<file path="src/rtl/display_scanner.sv">
// Eight-digit hex seven-segment scanner: prescaled digit rotation plus nibble decode.
// Define SEG_ACTIVE_LOW_EN to invert all segment outputs for common-anode boards.
module display_scanner #(
  parameter int CNT_WIDTH = 15
) (
  input  logic                 clk,
  input  logic                 rst,
  input  logic [31:0]          data,
  output logic [2:0]           which,
  output logic [7:0]           seg,
  output logic [CNT_WIDTH-1:0] count,
  output logic [3:0]           digit
);

  logic [7:0] seg_hi;
  logic       wrap;

  assign wrap = &count;

  // which only moves on the prescaler wrap edge
  always_ff @(posedge clk) begin
    if (rst) begin
      count <= '0;
      which <= '0;
    end else begin
      count <= count + CNT_WIDTH'(1);
      if (wrap) begin
        which <= which + 3'd1;
      end
    end
  end

  assign digit = data[{which, 2'b00} +: 4];

  always_comb begin
    seg_hi = 8'h00;
    unique case (digit)
      4'h0: seg_hi = 8'h3F;
      4'h1: seg_hi = 8'h06;
      4'h2: seg_hi = 8'h5B;
      4'h3: seg_hi = 8'h4F;
      4'h4: seg_hi = 8'h66;
      4'h5: seg_hi = 8'h6D;
      4'h6: seg_hi = 8'h7D;
      4'h7: seg_hi = 8'h07;
      4'h8: seg_hi = 8'h7F;
      4'h9: seg_hi = 8'h6F;
      4'hA: seg_hi = 8'h77;
      4'hB: seg_hi = 8'h7C;
      4'hC: seg_hi = 8'h39;
      4'hD: seg_hi = 8'h5E;
      4'hE: seg_hi = 8'h79;
      4'hF: seg_hi = 8'h71;
    endcase
  end

`ifdef SEG_ACTIVE_LOW_EN
  assign seg = ~seg_hi;
`else
  assign seg = seg_hi;
`endif

endmodule

</file>
<file path="config.mk">
export PLATFORM = sky130hd
export DESIGN_NAME = display_scanner
export DESIGN_NICKNAME = d
export VERILOG_FILES = /design/src/rtl/display_scanner.sv
export SDC_FILE = /design/constraint.sdc
export NUM_CORES = 1
export LEC_CHECK = 0
export BUFFER_PORTS_ARGS = -buffer_cell sky130_fd_sc_hd__buf_2
export CAP_MARGIN = 20
export CORE_MARGIN = 10
export CORE_UTILIZATION = 49
export CTS_CLUSTER_DIAMETER = 60
export DETAILED_ROUTE_END_ITERATION = 7
export PLACE_DENSITY = 0.84
export SYNTH_ARGS = -nofsm -noshare
export SYNTH_HDL_FRONTEND = slang
export SYNTH_SLANG_ARGS = --single-unit
</file>
<file path="constraint.sdc">
create_clock -name clk -period 4.6 [get_ports clk]
set_input_delay 0.92 -clock clk [delete_from_list [all_inputs] [get_ports clk]]
set_output_delay 0.92 -clock clk [all_outputs]
set_load 0.03 [all_outputs]
</file>
; ---- Word-level counts from Yosys, hierarchy flattened
; Memory sizes are Yosys's and may differ from the RTL's.
; Cells that the tools add are included.
[word_totals]
regBits = 18
romBits = 112
input_bits = 34
out_inout_bits = 30
elab_cells = 7
n_memories = 1
[mem_list]
columns = name, words, width, rd, rd_ports_with_merged_regs, wr, line
row1 = (no name shown), 16, 7, 1, 0, 0, 37  ; unique case (digit)
[classes]
add_sub_neg = 2
shift = 1
reduce_logical = 1
[op_table]
columns = cell, n
row1 = $shiftx 32x6->4, 1
row2 = $add 15x1->15 const B, 1
row3 = $reduce_and 15->1, 1
row4 = $add 3x1->3 const B, 1

; ---- Logic depth before layout (Yosys ltp)
; Gate-level depths: netlist of run 1.
; An unclocked memory read counts as a cell.
[depth]
ltp_word = 2
mapped_depth = 8
depth_no_buf = 7

; ---- Least setup slack after synthesis of run 1
; No wires, ideal clock.
[synth_timing]
path_type = input to output
start = in data[20]
end = out seg[3]
t_arrival_ns = 3.004
required_ns = 3.680
slack_ns = 0.676
path_stages = 6
path_buffers = 0
path_cell_list = mux4_1 mux2i_1 inv_1 ha_1 mux2_2 mux2i_1
[synth_between]
elab_chain_len = 2
[synth_rtl]
columns = element, line
row1 = from (decl), 8  ; input logic [31:0] data,
row2 = $shiftx 32x6->4, 33  ; assign digit = data[{which, 2'b00} +: 4];
row3 = net digit[0], 12  ; output logic [3:0] digit
row4 = $mem_v2 16x7, --
row5 = to (decl), 10  ; output logic [7:0] seg,
; The timed path passes the listed nets, and every way through them passes these cells.

; ---- Worst setup path after layout of run 1
[layout_timing]
start = reg which[0]
end = out seg[3]
[layout_between]
elab_chain_len = 2
[layout_rtl]
columns = element, line
row1 = from (decl), 9  ; output logic [2:0] which,
row2 = from (signal assigned), 28  ; which <= which + 3'd1;
row3 = $shiftx 32x6->4, 33
row4 = $mem_v2 16x7, --
; Every way passes these cells.

==> reports/qor.yml, run 1 <==
grt_pass1_wl_mm: 5.823
rr_startpoint: "count[0]"
row_count: 18
final_cell_mix: "buf_2 (62), dfxtp_1 (18), nor2_1 (15)"
cp_max_fo: 12
grt_max_degree: 19
clk_transition_reported_paths_ps: 100
die_h_um: 72.44
fin_skew_ps: 2.492
yosysWarnings: 0
netlist_area_um2: 1348
final_common_cell: "buf_2"
cts_setup_buffers: 0
layout.nets: 238
hold_viol_final: 0
wl_per_cell_um: 16.02
hp-start: "count[0]"
async_flop_share_pct: 0
min_path_type: "register to register"
cts_made_buffers: 3
fp.coreArea_um2: 2545
min_period_ps: 3972
required_ps: 3680
vias_per_cell: 5.705
routed_wl_mm: 3.589
die_area_um2: 5248
synth_seq_cells: 18
regArea_um2: 360.3
diodes: 0
cts-root-buf: "clkbuf_4"
slew_headroom_pct: 63.21
r2r_end: "which[2]"
grtUsageTotal_pct: 13.34
gr-total-overflow: 0
vias: 1278
max_freq_mhz: 251.8
die_w_um: 72.44
postSynthCellCount: 136
dr.first_iter.drc_count: 83
dp_hpwl_mm: 2.967
period_share_pct: 86.34
cap_violations: 0
ant_nets: 0
antenna_found_initial: 0
hold_end: "count[0]"
cts.path.max_buffers: 2
synth_area_per_cell_um2: 9.908
ys_types: 37
cts.sinks: 18
setup_viol: 0
synth_top_cell_area_share_pct: 26.74
cp-end-kind: "primary output"
hold_depth: 1
placed_area_um2: 1644
drc: 0
cts_tree: "built"
cp.arrival_ps: 3050
drv_slew: 0
drtPass1Iterations: 4
synth_ff_type: "dfxtp_1"
cellLeakagePower_nw: 0.7638
rrSetupSlack_ps: 2570
synth_edf_count: 0
power_density_nw_per_um2: 203.0
totalNegativeSetupSlack_ps: 0
path_class: "register to primary output"
synth_fp_nets: 179
io_buffers: 62
routabilityCongestion: 0.9261
design_area_um2: 1680
ios: 64
startpoint_type: "register"
ctsHtreeMaxLevel: 1
drive_above_1_share_pct: 38.14
synth_top_area_cell: "dfxtp_1"
yosys-top-cells-area: "dfxtp_1 (27%), mux4_1 (12%), ha_1 (8.4%), xnor2_1 (5.8%), mux2i_1 (4.5%)"
holdBufCountCts: 0
status: "finished, final reports clean"
ctsResizeCount: 0
fillers: 212
worstMarginPinSlew_ps: 551.2
ys_seq_area_share_pct: 26.74
multi_input_area_um2: 898.4
rr_worst_depth: 5
initial_core_util_pct: 52.95
peakVddDrop_v: 0.0001914
syn_to_final_growth_pct: 24.70
grt_pass1_vias: 1336
clk_latency_ps: 300
rsz0062_at_grt: "no"
## kinds of logic (layout without fill, tap and decap cells)
kind of cell / count (synthesis) / after routing / synth area share (%)
and+or+nand+nor: 44 / 44 / 18.10
muxes: 18 / 18 / 24.51
DFF: 18 / 18 / 26.74
buffers and inverters: 18 / 76 / 6.591
AOI/OAI and AO/OA: 15 / 15 / 6.964
xor gates and xnor gates: 13 / 13 / 8.449
adders and majority gates: 9 / 9 / 8.357
other: 1 / 1 / 0.2783
## critical path: stages (launching register included)
cell and delay [ps]:
dfxtp_1 680, mux4_1 640, mux2i_1 380, inv_1 180, ha_1 260, mux2_2 270
mux2i_1 130, buf_2 220
## flip-flops by register name, summed over array words and instances, names as in the netlist
name and flops:
count 15, which 3
## worst max-delay path by stage
stage,slack [ps],startpoint,end,cells after the start
floorplan,680,data[20],seg[3],6
global placement,860,data[20],seg[3],8
detailed placement,710,data[4],seg[3],8
CTS,600,which[0],seg[3],7
global route,450,which[0],seg[3],7
finish,630,which[0],seg[3],7
## routing by layer
metal  vias up  wire (um)  track usage (%)
li1        615          -                -
met1       613       1309            12.54
met2        43       1913            25.66
met3         7        297            4.354
met4         0         69            5.485
met5         -          0                0
## final cells by class
| type | count | share of cell area (%) |
|---|---|---|
| multi-input combinational | 100 | 53.46 |
| sequential | 18 | 21.44 |
| timing repair buffer | 62 | 18.47 |
| inverter | 10 | 2.234 |
| tap | 30 | 2.234 |
| clock buffer | 4 | 2.159 |
## metrics by stage
step	hold slack, ps	utilization (%)	total power, mW	cells	setup slack [ps]
global placement	468.3	64.60	0.2452	220	856.0
finish	533.4	66.03	0.3411	224	628.4
CTS	547.1	66.03	0.3435	224	599.2
detailed placement	524.6	64.60	0.2488	220	707.1
global route	592.0	66.03	0.3547	224	449.2
floorplan	586.8	-	0.2205	136	675.6
## synth_stat cells (2+ instances only)
master	instances
a21oi_1	4
a22oi_1	3
a31oi_1	2
and3_1	2
buf_6	2
clkbuf_1	3
dfxtp_1	18
ha_1	9
inv_1	9
mux2_2	2
mux2i_1	6
mux2i_4	2
mux4_1	6
mux4_2	2
nand2_1	2
nand3_1	5
nand4_1	4
nor2_1	15
nor2b_1	2
nor3_1	3
nor4_1	3
o21ai_0	3
or3_1	4
xnor2_1	9
xor2_1	4
## power breakdown
group	switching [mW]	leakage (nW)	total, mW	internal [mW]
clock	0.0479	0.0210	0.0962	0.0483
combinational	0.0496	0.597	0.0833	0.0337
sequential	0.00361	0.146	0.162	0.158
total	0.101	0.764	0.341	0.240
Power figures use the tool's default switching activity.
==> inputs of run 2 (changes only) <==
RECOVER_POWER = 25   (was not set)
==> run 2 against run 1 <==
  * Worst hold slack is the same
  * Clock skew about the same
  * Routed wire length about the same
  * Non-clock buffer count is the same
  * Clock power about the same
  * Die area stayed put
  * Sequential power about the same
  * Worst setup slack about the same
  * Flip-flop and latch count is the same
  * Fmax about the same
  * Sequential share of layout area about the same
  * Critical endpoint unchanged
==> reports/qor.yml, run 2 (synthesis gave the netlist of run 1 again) <==
status: "finished, final reports clean"
ios: 64  # unchanged
cts-root-buf: "clkbuf_4"
hp-start: "count[0]"
period_share_pct: 86.34  # about the same
die_area_um2: 5248  # unchanged
routed_wl_mm: 3.591  # about the same
power_switching_share_pct: 29.67  # about the same
wl_per_cell_um: 16.03  # about the same
regArea_um2: 360.3  # unchanged
pwr-share-seq_pct: 47.4  # about the same
vias: 1278  # unchanged
cp_max_fo: 12  # unchanged
layout.nets: 238  # unchanged
drtPass1Iterations: 4  # unchanged
fp.coreArea_um2: 2545  # unchanged
fin_skew_ps: 2.538  # +0.04549 ps
totalNegativeSetupSlack_ps: 0  # unchanged
drv_slew: 0  # unchanged
gr-total-overflow: 0  # unchanged
cts_tree: "built"
min_path_type: "register to register"
drive_above_1_share_pct: 37.63  # -0.52 points
switchingPower_uw: 101.2  # about the same
required_ps: 3680  # about the same
cts_made_buffers: 3  # unchanged
dp_hpwl_mm: 2.967  # unchanged
layout.cells.non_filler: 224  # unchanged
die_h_um: 72.44  # unchanged
antenna_found_initial: 0  # unchanged
rr_worst_depth: 5  # unchanged
ctsResizeCount: 0  # unchanged
cts.path.max_buffers: 2  # unchanged
vias_per_cell: 5.705  # unchanged
die_w_um: 72.44  # unchanged
max_freq_mhz: 251.8  # about the same
largest_reg_flops: 15  # unchanged
final_common_cell: "buf_2"
placed_cells: 220  # unchanged
min_period_ps: 3972  # +0.06700 ps
holdBufCountCts: 0  # unchanged
final_cell_mix: "buf_2 (61), dfxtp_1 (18), nor2_1 (15)"
grt_pass1_wl_mm: 5.823  # unchanged
multi_input_area_um2: 898.4  # unchanged
cts.sinks: 18  # unchanged
rsz0062_at_grt: "no"
clk_transition_reported_paths_ps: 100  # about the same
rr_startpoint: "count[0]"
rrSetupSlack_ps: 2570  # about the same
grt_max_degree: 19  # unchanged
diodes: 0  # unchanged
cellLeakagePower_nw: 0.7611  # -0.36%
fillers: 213  # +0.47%
finalPower_uw: 341.0  # about the same
clk_latency_ps: 300  # about the same
hold_slack_ps: 533.4  # unchanged
power_density_nw_per_um2: 203.1  # about the same
drc: 0  # unchanged
dr.first_iter.drc_count: 83  # unchanged
routabilityCongestion: 0.9261  # unchanged
cap_violations: 0  # unchanged
initial_core_util_pct: 52.95  # unchanged
startpoint_type: "register"
ant_nets: 0  # unchanged
clock_power_share_pct: 28.2  # about the same
hold_viol_final: 0  # unchanged
ctsHtreeMaxLevel: 1  # unchanged
slew_headroom_pct: 54.21  # -9.0 points
largestRegisters: "count: 15 flops, which: 3 flops"
hold_depth: 1  # unchanged
peakVddDrop_v: 0.0001915  # about the same
syn_to_final_growth_pct: 24.61  # about the same
combinationalPowerShare_pct: 24.4  # about the same
path_class: "register to primary output"
top_register: "count"
worstMarginPinSlew_ps: 686.9  # +135.7 ps
cp.arrival_ps: 3050  # about the same
grtUsageTotal_pct: 13.34  # unchanged
cp-end-kind: "primary output"
r2r_end: "which[2]"
setup_viol: 0  # unchanged
io_buffers: 62  # unchanged
cts_setup_buffers: 0  # unchanged
grt_pass1_vias: 1336  # unchanged
fin_ws_ps: 628.3  # -0.06700 ps
intPower_uw: 239.8  # about the same
hold_end: "count[0]"
row_count: 18  # unchanged
pre_cts_slack_ps: 707.1  # unchanged
==> run 2: cell types whose count changed in the layout (fill, tap and decap cells not counted), sizes merged <==
cell / delta
clkbuf: +1
buf: -1
==> run 2: metrics by stage <==
step | cell area (um^2) | utilization (%)
floorplan | 1348 | -
global placement | 1644 | 64.60
detailed placement | 1644 | 64.60
CTS | 1680 | 66.03
global route | 1679 | 65.98
finish | 1679 | 65.98
==> run 2: routing by layer <==
layer	part of all wire (%)	vias up	track usage (%)
met2	53	43	25.66
met3	8.3	7	4.354
met1	37	613	12.54
li1	-	615	-
met5	0	-	0
met4	1.9	0	5.485
==> run 2: worst max-delay path, cell delays in order (launching register included) <==
cell and delay (ps):
dfxtp_1 680, mux4_1 640, mux2i_1 380, inv_1 180, ha_1 260, mux2_2 270
mux2i_1 130, buf_2 220
==> run 2: area by class of cell <==
type	instances	area share (%)
inverters	10	2.235
clock buffers	4	2.161
multi-input cells	100	53.50
repair buffers	62	18.41
well taps	30	2.235
flip-flops and latches	18	21.46
==> run 2: worst max path at each step <==
stage                        start     end  slack (ps)  cells past startpoint
after floorplan           data[20]  seg[3]         680                      6
after global placement    data[20]  seg[3]         860                      8
after detailed placement   data[4]  seg[3]         710                      8
after CTS                 which[0]  seg[3]         600                      7
after global routing      which[0]  seg[3]         450                      7
final                     which[0]  seg[3]         630                      7
==> run 2: power groups by stage <==
| stage | registers [mW] | clock network (mW) | logic [mW] |
|---|---|---|---|
| after floorplan | 0.169 | 0 | 0.0515 |
| after global placement | 0.165 | 0 | 0.0803 |
| after detailed placement | 0.165 | 0 | 0.0835 |
| after CTS | 0.162 | 0.0981 | 0.0838 |
| after global routing | 0.162 | 0.102 | 0.0900 |
| final | 0.162 | 0.0962 | 0.0832 |
